==> src/rtl/fetdriver_topsw_gate_seq.sv <==
// High-side PMOS gate sequencer: break-before-make dead time, min on/off, overcurrent shutdown.
// Build macro FETDRV_FAULT_RETRY_EN: FAULT retries after RETRY cycles; otherwise latched until en=0.
module fetdriver_topsw_gate_seq #(
  parameter int CW       = 8,
  parameter int DEADTIME = 4,
  parameter int MIN_ON   = 6,
  parameter int MIN_OFF  = 8,
  parameter int RETRY    = 16
) (
  input  logic       clk,
  input  logic       rst,
  input  logic       en,
  input  logic       pwm_req,
  input  logic       ls_on,
  input  logic       ocp,
  output logic       hs_on,
  output logic       ls_allow,
  output logic       fault,
  output logic [2:0] state
);

  typedef enum logic [2:0] {
    S_IDLE   = 3'd0,
    S_DT     = 3'd1,
    S_ON     = 3'd2,
    S_MINOFF = 3'd3,
    S_FAULT  = 3'd4
  } state_t;

  localparam logic [CW-1:0] DT_LAST      = CW'(DEADTIME - 1);
  localparam logic [CW-1:0] DT_LEN       = CW'(DEADTIME);
  localparam logic [CW-1:0] MIN_ON_LAST  = CW'(MIN_ON - 1);
  localparam logic [CW-1:0] MIN_OFF_LAST = CW'(MIN_OFF - 1);
`ifdef FETDRV_FAULT_RETRY_EN
  localparam logic [CW-1:0] RETRY_LAST   = CW'(RETRY - 1);
`endif

  // A misconfigured instance parks in FAULT so the switch can never be driven on.
  localparam bit PARAMS_OK = (DEADTIME >= 1) && (MIN_ON >= 1) && (RETRY >= 1) &&
                             (MIN_OFF >= DEADTIME) && (MIN_ON < 2**CW) &&
                             (MIN_OFF < 2**CW) && (RETRY < 2**CW);

  state_t        state_q, state_d;
  logic [CW-1:0] cnt_q, cnt_d;
  logic          hs_on_q, hs_on_d;
  logic          ls_allow_q, ls_allow_d;
  logic          fault_q, fault_d;
  logic [CW-1:0] cnt_inc;
  logic          reload;

  always_comb begin
    state_d = state_q;
    reload  = 1'b0;
    cnt_inc = (cnt_q == {CW{1'b1}}) ? cnt_q : cnt_q + CW'(1);

    case (state_q)
      S_IDLE: begin
        if (en && pwm_req && !ls_on) state_d = S_DT;
      end
      S_DT: begin
        if (ocp)                   state_d = S_FAULT;
        else if (!en)              state_d = S_IDLE;
        else if (ls_on)            reload  = 1'b1;
        else if (!pwm_req)         state_d = S_IDLE;
        else if (cnt_q == DT_LAST) state_d = S_ON;
      end
      S_ON: begin
        if (ocp) state_d = S_FAULT;
        else if ((cnt_q >= MIN_ON_LAST) && (!en || !pwm_req)) state_d = S_MINOFF;
      end
      S_MINOFF: begin
        if (ocp)                        state_d = S_FAULT;
        else if (cnt_q == MIN_OFF_LAST) state_d = S_IDLE;
      end
      S_FAULT: begin
`ifdef FETDRV_FAULT_RETRY_EN
        if (cnt_q == RETRY_LAST) begin
          if (ocp) reload  = 1'b1;
          else     state_d = S_IDLE;
        end
`else
        if (!ocp && !en) state_d = S_IDLE;
`endif
      end
      default: state_d = S_FAULT;
    endcase

    if (!PARAMS_OK) state_d = S_FAULT;

    cnt_d = ((state_d != state_q) || reload) ? '0 : cnt_inc;

    // Outputs follow the next state so they change on the same edge as the transition.
    hs_on_d    = (state_d == S_ON);
    ls_allow_d = (state_d == S_IDLE) || ((state_d == S_MINOFF) && (cnt_d >= DT_LEN));
    fault_d    = (state_d == S_FAULT);
  end

  always_ff @(posedge clk) begin
    if (rst) begin
      state_q    <= S_IDLE;
      cnt_q      <= '0;
      hs_on_q    <= 1'b0;
      ls_allow_q <= 1'b0;
      fault_q    <= 1'b0;
    end else begin
      state_q    <= state_d;
      cnt_q      <= cnt_d;
      hs_on_q    <= hs_on_d;
      ls_allow_q <= ls_allow_d;
      fault_q    <= fault_d;
    end
  end

  assign hs_on    = hs_on_q;
  assign ls_allow = ls_allow_q;
  assign fault    = fault_q;
  assign state    = state_q;

endmodule
==> config.mk <==
export PLATFORM = sky130hd
export DESIGN_NAME = fetdriver_topsw_gate_seq
export DESIGN_NICKNAME = d
export VERILOG_FILES = /design/src/rtl/fetdriver_topsw_gate_seq.sv
export SDC_FILE = /design/constraint.sdc
export NUM_CORES = 1
export LEC_CHECK = 0
export ABC_AREA = 1
export ABC_CLOCK_PERIOD_IN_PS = 4430
export BUFFER_PORTS_ARGS = -buffer_cell sky130_fd_sc_hd__buf_2
export CORE_MARGIN = 3
export CORE_UTILIZATION = 36
export CTS_CLUSTER_DIAMETER = 200
export DETAILED_ROUTE_END_ITERATION = 10
export GPL_TIMING_DRIVEN = 0
export HOLD_SLACK_MARGIN = 0.05
export PLACE_DENSITY = 0.51
export SLEW_MARGIN = 40
export SYNTH_ARGS = -nofsm -noshare
export SYNTH_HDL_FRONTEND = slang
export SYNTH_SLANG_ARGS = --single-unit
==> constraint.sdc <==
create_clock -name clk -period 4.43 [get_ports clk]
set_input_delay 0 -clock clk [delete_from_list [all_inputs] [get_ports clk]]
set_output_delay 0 -clock clk [all_outputs]
set_load 0.02 [all_outputs]
==> results of run 1 <==
worst paths after layout:
check,to,slack [ps],depth (start not counted)
worst min register to register,cnt_q[7],650,4
worst max register to register,cnt_q[5],2520,11
worst max-delay path,cnt_q[5],2520,11
worst min-delay path,state[1],120,4
worst min-delay path: stages:
cell and delay (ps):
buf_2 110, nor2_1 80, nand2_2 120, nor2_1 40
logic make-up after synthesis:
family	Yosys count	synth area share, %
adder cells (fa/ha/maj)	3	4.07
flip-flops	14	30.4
AO/OA/AOI/OAI	11	7.05
XOR/XNOR	2	1.90
AND/OR/NAND/NOR	94	46.5
buffers and inverters	23	10.2
metal layers:
metal	vias up	track usage (%)	part of all wire, %
met3	5	3.45	4.6
met2	22	20.5	41
met1	417	21.1	53
li1	494	-	-
met4	0	5.08	1.3
met5	-	0	0
power by group:
group | total [mW] | leakage (nW) | switching [mW] | internal (mW)
clock network | 0.0955 | 0.0210 | 0.0455 | 0.0500
logic | 0.0384 | 0.398 | 0.0245 | 0.0139
registers | 0.134 | 0.114 | 0.00433 | 0.130
total | 0.268 | 0.533 | 0.0744 | 0.194
cell usage in the layout, fill, tap and decap left out, types with 2 or more instances in the layout:
| master | n |
|---|---|
| buf_2 | 11 |
| clkbuf_4 | 3 |
| nor2_1 | 32 |
| nor2_2 | 2 |
| nor2_4 | 2 |
| inv_1 | 19 |
| nand4_1 | 6 |
| dfxtp_1 | 14 |
| inv_2 | 3 |
| nor3_1 | 2 |
| nand2_2 | 4 |
| a21oi_1 | 3 |
| nand3_1 | 11 |
| ha_1 | 3 |
| o21ai_0 | 5 |
| nand2_1 | 32 |
area by class of cell:
cell class / instances / area [µm²]
Buffer: 1 / 11.3
Clock buffer: 4 / 36.3
Fill cell: 266 / 1260
Inverter: 22 / 82.6
Multi-Input combinational cell: 110 / 549
Sequential cell: 14 / 280
Tap cell: 28 / 35.0
Timing Repair Buffer: 12 / 65.1
state kept, by name (all words and copies together) (netlist names):
| register | flops |
|---|---|
| cnt_q | 8 |
| ls_allow | 1 |
| fault | 1 |
| state | 3 |
| hs_on | 1 |
==> flow_metrics.tcl, run 1 <==
set metrics [dict create \
    drt-vias-per-instance 4.91 \
    fin_nets 173 \
    path_class "register to register" \
    maxSlewViolCount 0 \
    antenna_found_initial 0 \
    synth_area_um2 923 \
    cpPeakStageDelay_ps 430 \
    status "finished clean" \
    gp_congestion 0.764 \
    critPathSlowestCell "dfxtp_1" \
    initial_utilization_pct 39.8 \
    dieArea_um2 3210 \
    cp_data_required_time_ps 4650 \
    syn_area_per_cell_um2 6.28 \
    end_kind "register" \
    cts-root-buf "clkbuf_4" \
    min_period_over_period_pct 43.2 \
    ir_worst_vdd_uv 145 \
    drive_gt1_share_pct 19.0 \
    grt_pass1_vias 825 \
    synth_top_area_share_pct 30.4 \
    n_antenna_cell 0 \
    setup_violations 0 \
    clk_latency_ps 290 \
    dr.first_iter.drc_count 43 \
    utilization_pct 45.7 \
    final_cells 191 \
    place_ws_ps 2550 \
    rows 17 \
    leakagePower_nw 0.533 \
    synth_cells 147 \
    worst_hold_startpoint "ocp" \
    holdBufCountCts 1 \
    fin_skew_ps 15.6 \
    post_cts_resized 0 \
    ys_ff_latch 14 \
    htreeDepth 1 \
    power_uw 268 \
    io_pins 12 \
    async_reset_ff_share_pct 0 \
    netlist_top_cells_area "dfxtp_1, nand2_1, nor2_1" \
    dr.pass1.iters 4 \
    path_clk_slew_ps 100 \
    fmax_ghz 0.523 \
    slew_headroom_pct 77.9 \
    crit_family "simple AND/OR/NAND/NOR gates" \
    path_buf_inv 1 \
    hold_viol 0 \
    worst_setup_path_start_kind "register" \
    tightest_slew_ps 330 \
    r2r-start "cnt_q[0]" \
    cts_tree "yes" \
    setup_ws_ps 2520 \
    drv_cap 0 \
    drc 0 \
    cts_buffers 3 \
    grt_util_all_layers_pct 14.5 \
    overflow 0 \
    port_buffers 11 \
    area_growth_syn_to_layout_pct 14.8 \
    dp_hpwl_um 1670 \
    ys_warn_count 0 \
    whs_ps 115 \
    layout_min_cycle_time_ps 1910 \
    rsz0062_at_grt "no" \
    finish.instance_area_um2 1060 \
    die_h_um 56.6 \
    yosysUniqueCellTypes 23 \
    min_path_type "input port to register" \
    dp.cells 186 \
    place_area_um2 1010 \
    yosysTopAreaCell "dfxtp_1" \
    cts_sinks 14 \
    p_per_area_nw_per_um2 253 \
    wirelength_um 2130 \
    synth-edff-count 0 \
    ys.flop_type "dfxtp_1" \
    die_w_um 56.6 \
    grt_max_degree 10 \
    cts.path.max_buffers 2 \
    postCtsSetupBuffers 0 \
    critPathMaxFanout 7 \
    vias 938 \
    ys_top_cells_by_count "nand2_1, nor2_1, inv_1" \
    grt_first_pass_wirelength_um 3740 \
    crit_start "cnt_q[0]" \
    fp.coreArea_um2 2320 \
    timing.setup.tns_ps 0 \
    wl_per_cell_um 11.2 \
    yosysSeqAreaShare_pct 30.4 \
    path_cells "ha_1 -> inv_1 -> nor3_2 -> nand3_1 -> nand2_1 -> nand2_2 -> nand2_1 -> nand3_1 -> nor2_4 -> nand2_2 -> a21oi_2" \
    ant_nets 0 \
    arrival_ps 2130 \
    mappedNetlistNets 156 \
]
No activity file was read; power rests on OpenSTA's default activity.
==> run 2: changes to the inputs <==
--- a/config.mk
+++ b/config.mk
@@ -6,7 +6,7 @@
 export NUM_CORES = 1
 export LEC_CHECK = 0
 export ABC_AREA = 1
-export ABC_CLOCK_PERIOD_IN_PS = 4430
+export ABC_CLOCK_PERIOD_IN_PS = 1700
 export BUFFER_PORTS_ARGS = -buffer_cell sky130_fd_sc_hd__buf_2
 export CORE_MARGIN = 3
 export CORE_UTILIZATION = 36
@@ -14,7 +14,7 @@
 export DETAILED_ROUTE_END_ITERATION = 10
 export GPL_TIMING_DRIVEN = 0
 export HOLD_SLACK_MARGIN = 0.05
-export PLACE_DENSITY = 0.51
+export PLACE_DENSITY = 0.53
 export SLEW_MARGIN = 40
 export SYNTH_ARGS = -nofsm -noshare
 export SYNTH_HDL_FRONTEND = slang
==> constraint.sdc (replaced) <==
create_clock -name clk -period 1.7 [get_ports clk]
set_input_delay 0 -clock clk [delete_from_list [all_inputs] [get_ports clk]]
set_output_delay 0 -clock clk [all_outputs]
set_load 0.02 [all_outputs]
==> run 2 against run 1 <==
Against the previous run:
- the flow now finishes with violations (setup timing)
- worst hold slack better by 20 ps
- fmax is 9.2% higher
- non-clock buffer count is 7 higher
- sequential power grew to 2.6 times the previous value
- total power is 150% higher
==> flow_metrics.tcl, run 2 (synthesized netlist as in run 1, its figures left out) <==
set metrics [dict create \
    status "finished, violations left" \
    violations "setup timing" \
    seq_power_share_pct 53.3 \
    path_clk_slew_ps 80 \
    fp.coreArea_um2 2320 \
    htreeDepth 1 \
    worst_hold_startpoint "ocp" \
    arrival_ps 1920 \
    cts-root-buf "clkbuf_4" \
    clk_latency_ps 280 \
    holdPathStages 4 \
    area_growth_syn_to_layout_pct 25.7 \
    min_path_type "input port to register" \
    maxSlewViolCount 0 \
    n_antenna_cell 0 \
    setup_ws_ps -51.2 \
    grt_pass1_vias 798 \
    fillers 233 \
    multi_input_area_um2 602 \
    drc 0 \
    hold_viol 0 \
    cts_sinks 14 \
    ant_nets 0 \
    cts_tree "yes" \
    p_clk_share_pct 27.9 \
    grt_first_pass_wirelength_um 3330 \
    critPathMaxFanout 6 \
    overflow 0 \
    r2r-end "ls_allow" \
    antenna_found_initial 0 \
    drv_cap 0 \
    final-seq-area_um2 288 \
    setup_violations 1 \
    end_kind "register" \
    min_period_over_period_pct 103 \
    fin_skew_ps 4.79 \
    drive_gt1_share_pct 30.8 \
    slew_headroom_pct 77.6 \
    grt_max_degree 10 \
    timing.setup.tns_ps -51.2 \
    top_register "cnt_q" \
    wl_per_cell_um 10.2 \
    p_sw_share_pct 28.7 \
    r2r-start "cnt_q[1]" \
    vias 988 \
    p_per_area_nw_per_um2 573 \
    wirelength_um 2020 \
    regToRegSetupSlack_ps -50 \
    grt_util_all_layers_pct 13.0 \
    die_h_um 56.6 \
    leakagePower_nw 0.568 \
    rows 17 \
    utilization_pct 50.1 \
    final_cell_mix "nor2_1, nand2_1, inv_1" \
    cts.path.max_buffers 2 \
    dr.first_iter.drc_count 36 \
    port_buffers 11 \
    gp_congestion 0.809 \
    p_sw_uw 191 \
    cts_buffers 3 \
    initial_utilization_pct 39.8 \
    io_pins 12 \
    rr_worst_depth 9 \
    path_class "register to register" \
    die_w_um 56.6 \
    dr.pass1.iters 4 \
    dieArea_um2 3210 \
    dp_hpwl_um 1560 \
    fmax_ghz 0.571 \
    cp_data_required_time_ps 1870 \
    fin_nets 180 \
    cellInternalPower_uw 474 \
    layout_min_cycle_time_ps 1750 \
    drt-vias-per-instance 5.02 \
    tightest_slew_ps 332 \
    comb_power_share_pct 18.8 \
    ir_worst_vdd_uv 432 \
    hold-path-endpoint "state[1]" \
    largest_reg_flops 8 \
    worst_setup_path_start_kind "register" \
    rsz0062_at_grt "yes" \
]
run 2: worst max-delay path, cell delays in order (launching register included):
cell and delay, ps:
dfxtp_4 370, ha_4 180, nand3_1 110, nor2_1 80
nand2_2 120, o21ai_0 110, nor2_1 180, nand4_1 150
o311ai_2 240, a21oi_1 100
run 2: worst max path at each step:
stage          startpoint  endpoint  slack, ps  depth (start not counted)
6_report         cnt_q[1]  ls_allow        -50                          9
2_1_floorplan    cnt_q[0]  ls_allow         90                         11
3_5_place_dp     cnt_q[0]  ls_allow       -150                          9
3_3_place_gp     cnt_q[0]  cnt_q[5]       -160                         11
4_1_cts          cnt_q[1]  ls_allow        -30                         15
5_1_grt          cnt_q[1]  ls_allow       -200                         11
run 2: per-stage QoR:
stage | area, µm² | cells | worst slack (ps) | hold WS, ps | power, mW
floorplan | 923 | 147 | 92.9 | 71.5 | 0.424
global placement | 1010 | 186 | -158 | 231 | 0.454
detailed placement | 1010 | 186 | -145 | 232 | 0.455
CTS | 1100 | 194 | -34.9 | 120 | 0.652
global route | 1160 | 197 | -205 | 160 | 0.703
finish | 1160 | 197 | -51.2 | 135 | 0.665
run 2: timing repair:
item | CTS | global route
buffers inserted | 4 | 3
gates resized for setup | 5 | 16
hold endpoints to repair | 5 | 0
cloned | 0 | 0
pin swaps | 0 | 8
hold buffers | 1 | 0
endpoints found under the setup margin | 9 | 9
run 2: power by group through the flow:
stage	combinational, mW	clock (mW)	sequential, mW
3_3_place_gp	0.0973	0	0.357
5_1_grt	0.142	0.204	0.357
3_5_place_dp	0.0980	0	0.357
4_1_cts	0.109	0.191	0.352
6_report	0.125	0.186	0.354
2_1_floorplan	0.0640	0	0.360
run 2: routing by layer:
| metal | part of all wire (%) | global-route usage (%) |
|---|---|---|
| met1 | 51 | 18.8 |
| met2 | 41 | 18.2 |
| met3 | 5.8 | 2.53 |
| met4 | 2.1 | 6.10 |
| met5 | 0 | 0 |
run 2: layout make-up:
class,count,share of cell area [%]
sequential,14,24.8
tap,28,3.02
inverter,22,7.33
clock buffer,3,1.94
timing repair buffer,19,10.1
multi-input combinational,110,51.8
buffer,1,0.970
==> run 3: changes to the inputs <==
--- a/config.mk
+++ b/config.mk
@@ -15,6 +15,7 @@
 export GPL_TIMING_DRIVEN = 0
 export HOLD_SLACK_MARGIN = 0.05
 export PLACE_DENSITY = 0.53
+export SETUP_SLACK_MARGIN = 0.02
 export SLEW_MARGIN = 40
 export SYNTH_ARGS = -nofsm -noshare
 export SYNTH_HDL_FRONTEND = slang
==> run 3 against run 2 <==
Against the previous run:
- the flow still finishes with violations (setup timing)
- worst setup slack better by 18 ps
- worst hold slack better by 5.3 ps
- clock power hardly changed
- final area is 1.2% higher
- clock-buffer cell count stayed put
- via count is 2.1% lower
- global-route usage is 0.095 points higher
- largest power group unchanged
- utilization is 0.59 points higher
- first-iteration DRC count is 28% lower
- sequential share of layout area is 0.18 points lower
- sequential power hardly changed
- non-clock buffer count stayed put
- critical path type unchanged
==> flow_metrics.tcl, run 3 (synthesized netlist as in run 1, its figures left out) <==
set metrics [dict create \
    status "finished, violations left" \
    violations "setup timing" \
    place_area_um2 1010 \
    grt_util_all_layers_pct 13.1 \
    cpPeakStageDelay_ps 370 \
    initial_utilization_pct 39.8 \
    grt_max_degree 10 \
    fmax_ghz 0.577 \
    die_w_um 56.6 \
    dr.first_iter.drc_count 26 \
    path_cells "nor2_2 -> nor2_1 -> nor2_1 -> o211ai_1 -> a21oi_1 -> nand3_1 -> nor2_4 -> buf_6 -> nand2_8 -> nor2_4" \
    setup_ws_ps -32.7 \
    seq_power_share_pct 52.3 \
    cp_data_required_time_ps 1910 \
    hold-path-endpoint "state[1]" \
    tightest_slew_ps 330 \
    fin_nets 180 \
    holdPathStages 4 \
    io_pins 12 \
    n_antenna_cell 0 \
    finish.instance_area_um2 1170 \
    min_path_type "input port to register" \
    setup_violations 8 \
    wl_per_cell_um 10.5 \
    port_buffers 11 \
    leakagePower_nw 0.570 \
    critPathMaxFanout 7 \
    final_common_cell "nor2_1" \
    timing.setup.tns_ps -100 \
    cellInternalPower_uw 481 \
    r2r-start "state[1]" \
    rr_worst_depth 10 \
    p_sw_uw 196 \
    path_buf_inv 1 \
    critPathSlowestCell "dfxtp_1" \
    hold_viol 0 \
    gp_congestion 0.809 \
    comb_power_share_pct 20.6 \
    path_class "register to register" \
    dieArea_um2 3210 \
    end_kind "register" \
    path_clk_slew_ps 80 \
    slew_headroom_pct 77.8 \
    dp_hpwl_um 1560 \
    antenna_found_initial 0 \
    rsz0062_at_grt "yes" \
    cts_tree "yes" \
    grt_first_pass_wirelength_um 3350 \
    maxSlewViolCount 0 \
    vias 967 \
    wirelength_um 2060 \
    worst_setup_path_start_kind "register" \
    p_clk_share_pct 27.0 \
    layout_min_cycle_time_ps 1730 \
    p_per_area_nw_per_um2 576 \
    top_register "cnt_q" \
    fin_skew_ps 3.60 \
    cts.path.max_buffers 2 \
    worst_hold_startpoint "ocp" \
    drv_cap 0 \
    ir_worst_vdd_uv 465 \
    dr.pass1.iters 4 \
    min_period_over_period_pct 102 \
    cts-root-buf "clkbuf_4" \
    r2r-end "cnt_q[1]" \
    final_cell_mix "nor2_1, nand2_1, inv_1" \
    largest_reg_flops 8 \
    die_h_um 56.6 \
    arrival_ps 1950 \
    drive_gt1_share_pct 30.2 \
    drc 0 \
    fp.coreArea_um2 2320 \
    utilization_pct 50.7 \
    clk_latency_ps 270 \
    cts_sinks 14 \
    grt_pass1_vias 798 \
    crit_family "simple AND/OR/NAND/NOR gates" \
    ant_nets 0 \
    rows 17 \
    p_sw_share_pct 29.0 \
    cts_buffers 3 \
    regToRegSetupSlack_ps -30 \
    area_growth_syn_to_layout_pct 27.2 \
    htreeDepth 1 \
    drt-vias-per-instance 4.91 \
    overflow 0 \
]
==> run 3: cell count changes in the layout (fill, tap and decap cells not counted) <==
cell     before  now
nor2_2        5    2
dfxtp_1      12   11
nor2_1       29   31
nand2_4       2    1
nand2_8       0    1
nor2_4        2    3
dfxtp_2       0    1
buf_4         7    6
buf_6         1    2
==> run 3: what timing repair did <==
item                       in CTS  in global routing
setup endpoints to repair       9                  9
hold endpoints to repair        5                  0
hold buffers                    1                  0
setup buffers                   4                  3
pin swaps                       1                  6
gates resized for setup         7                 16
==> run 3: layout make-up <==
class	count	area (µm²)
Buffer	1	11.3
Clock buffer	3	22.5
Fill cell	232	1140
Inverter	22	85.1
Multi-Input combinational cell	110	611
Sequential cell	14	289
Tap cell	28	35.0
Timing Repair Buffer	19	121
==> run 3: metal layers <==
layer / routed length, µm / global-route usage (%) / share of wire (%)
met4: 17 / 6.10 / 0.82
met5: 0 / 0 / 0
met3: 122 / 2.53 / 5.9
met2: 865 / 18.2 / 42
met1: 1060 / 19.1 / 51
==> run 3: how the worst max path moves through the flow <==
stage	from	to	slack, ps	depth (start not counted)
6_report	state[1]	cnt_q[1]	-30	10
5_1_grt	cnt_q[1]	cnt_q[5]	-170	12
4_1_cts	cnt_q[0]	ls_allow	-10	11
3_5_place_dp	cnt_q[0]	ls_allow	-150	9
3_3_place_gp	cnt_q[0]	cnt_q[5]	-160	11
2_1_floorplan	cnt_q[0]	ls_allow	90	11
==> run 3: power groups by stage <==
stage               Clock (mW)  Sequential, mW  Combinational, mW
CTS                      0.191           0.353              0.110
detailed placement           0           0.357             0.0980
global route             0.204           0.357              0.156
floorplan                    0           0.360             0.0640
finish                   0.183           0.354              0.140
global placement             0           0.357             0.0973
==> run 3: worst reg2reg max path, cell delays in order, from the launching register on <==
cell,delay [ps]
dfxtp_1,370
nor2_2,150
nor2_1,70
nor2_1,100
o211ai_1,150
a21oi_1,230
nand3_1,140
nor2_4,140
buf_6,130
nand2_8,70
nor2_4,110
==> run 3: metrics by stage <==
stage | cells | total power [mW] | setup WS [ps] | hold WS, ps
after floorplan | 147 | 0.424 | 92.9 | 71.5
after global placement | 186 | 0.454 | -158 | 231
after detailed placement | 186 | 0.455 | -145 | 232
after CTS | 194 | 0.654 | -13.9 | 120
after global routing | 197 | 0.717 | -173 | 160
final | 197 | 0.677 | -32.7 | 141
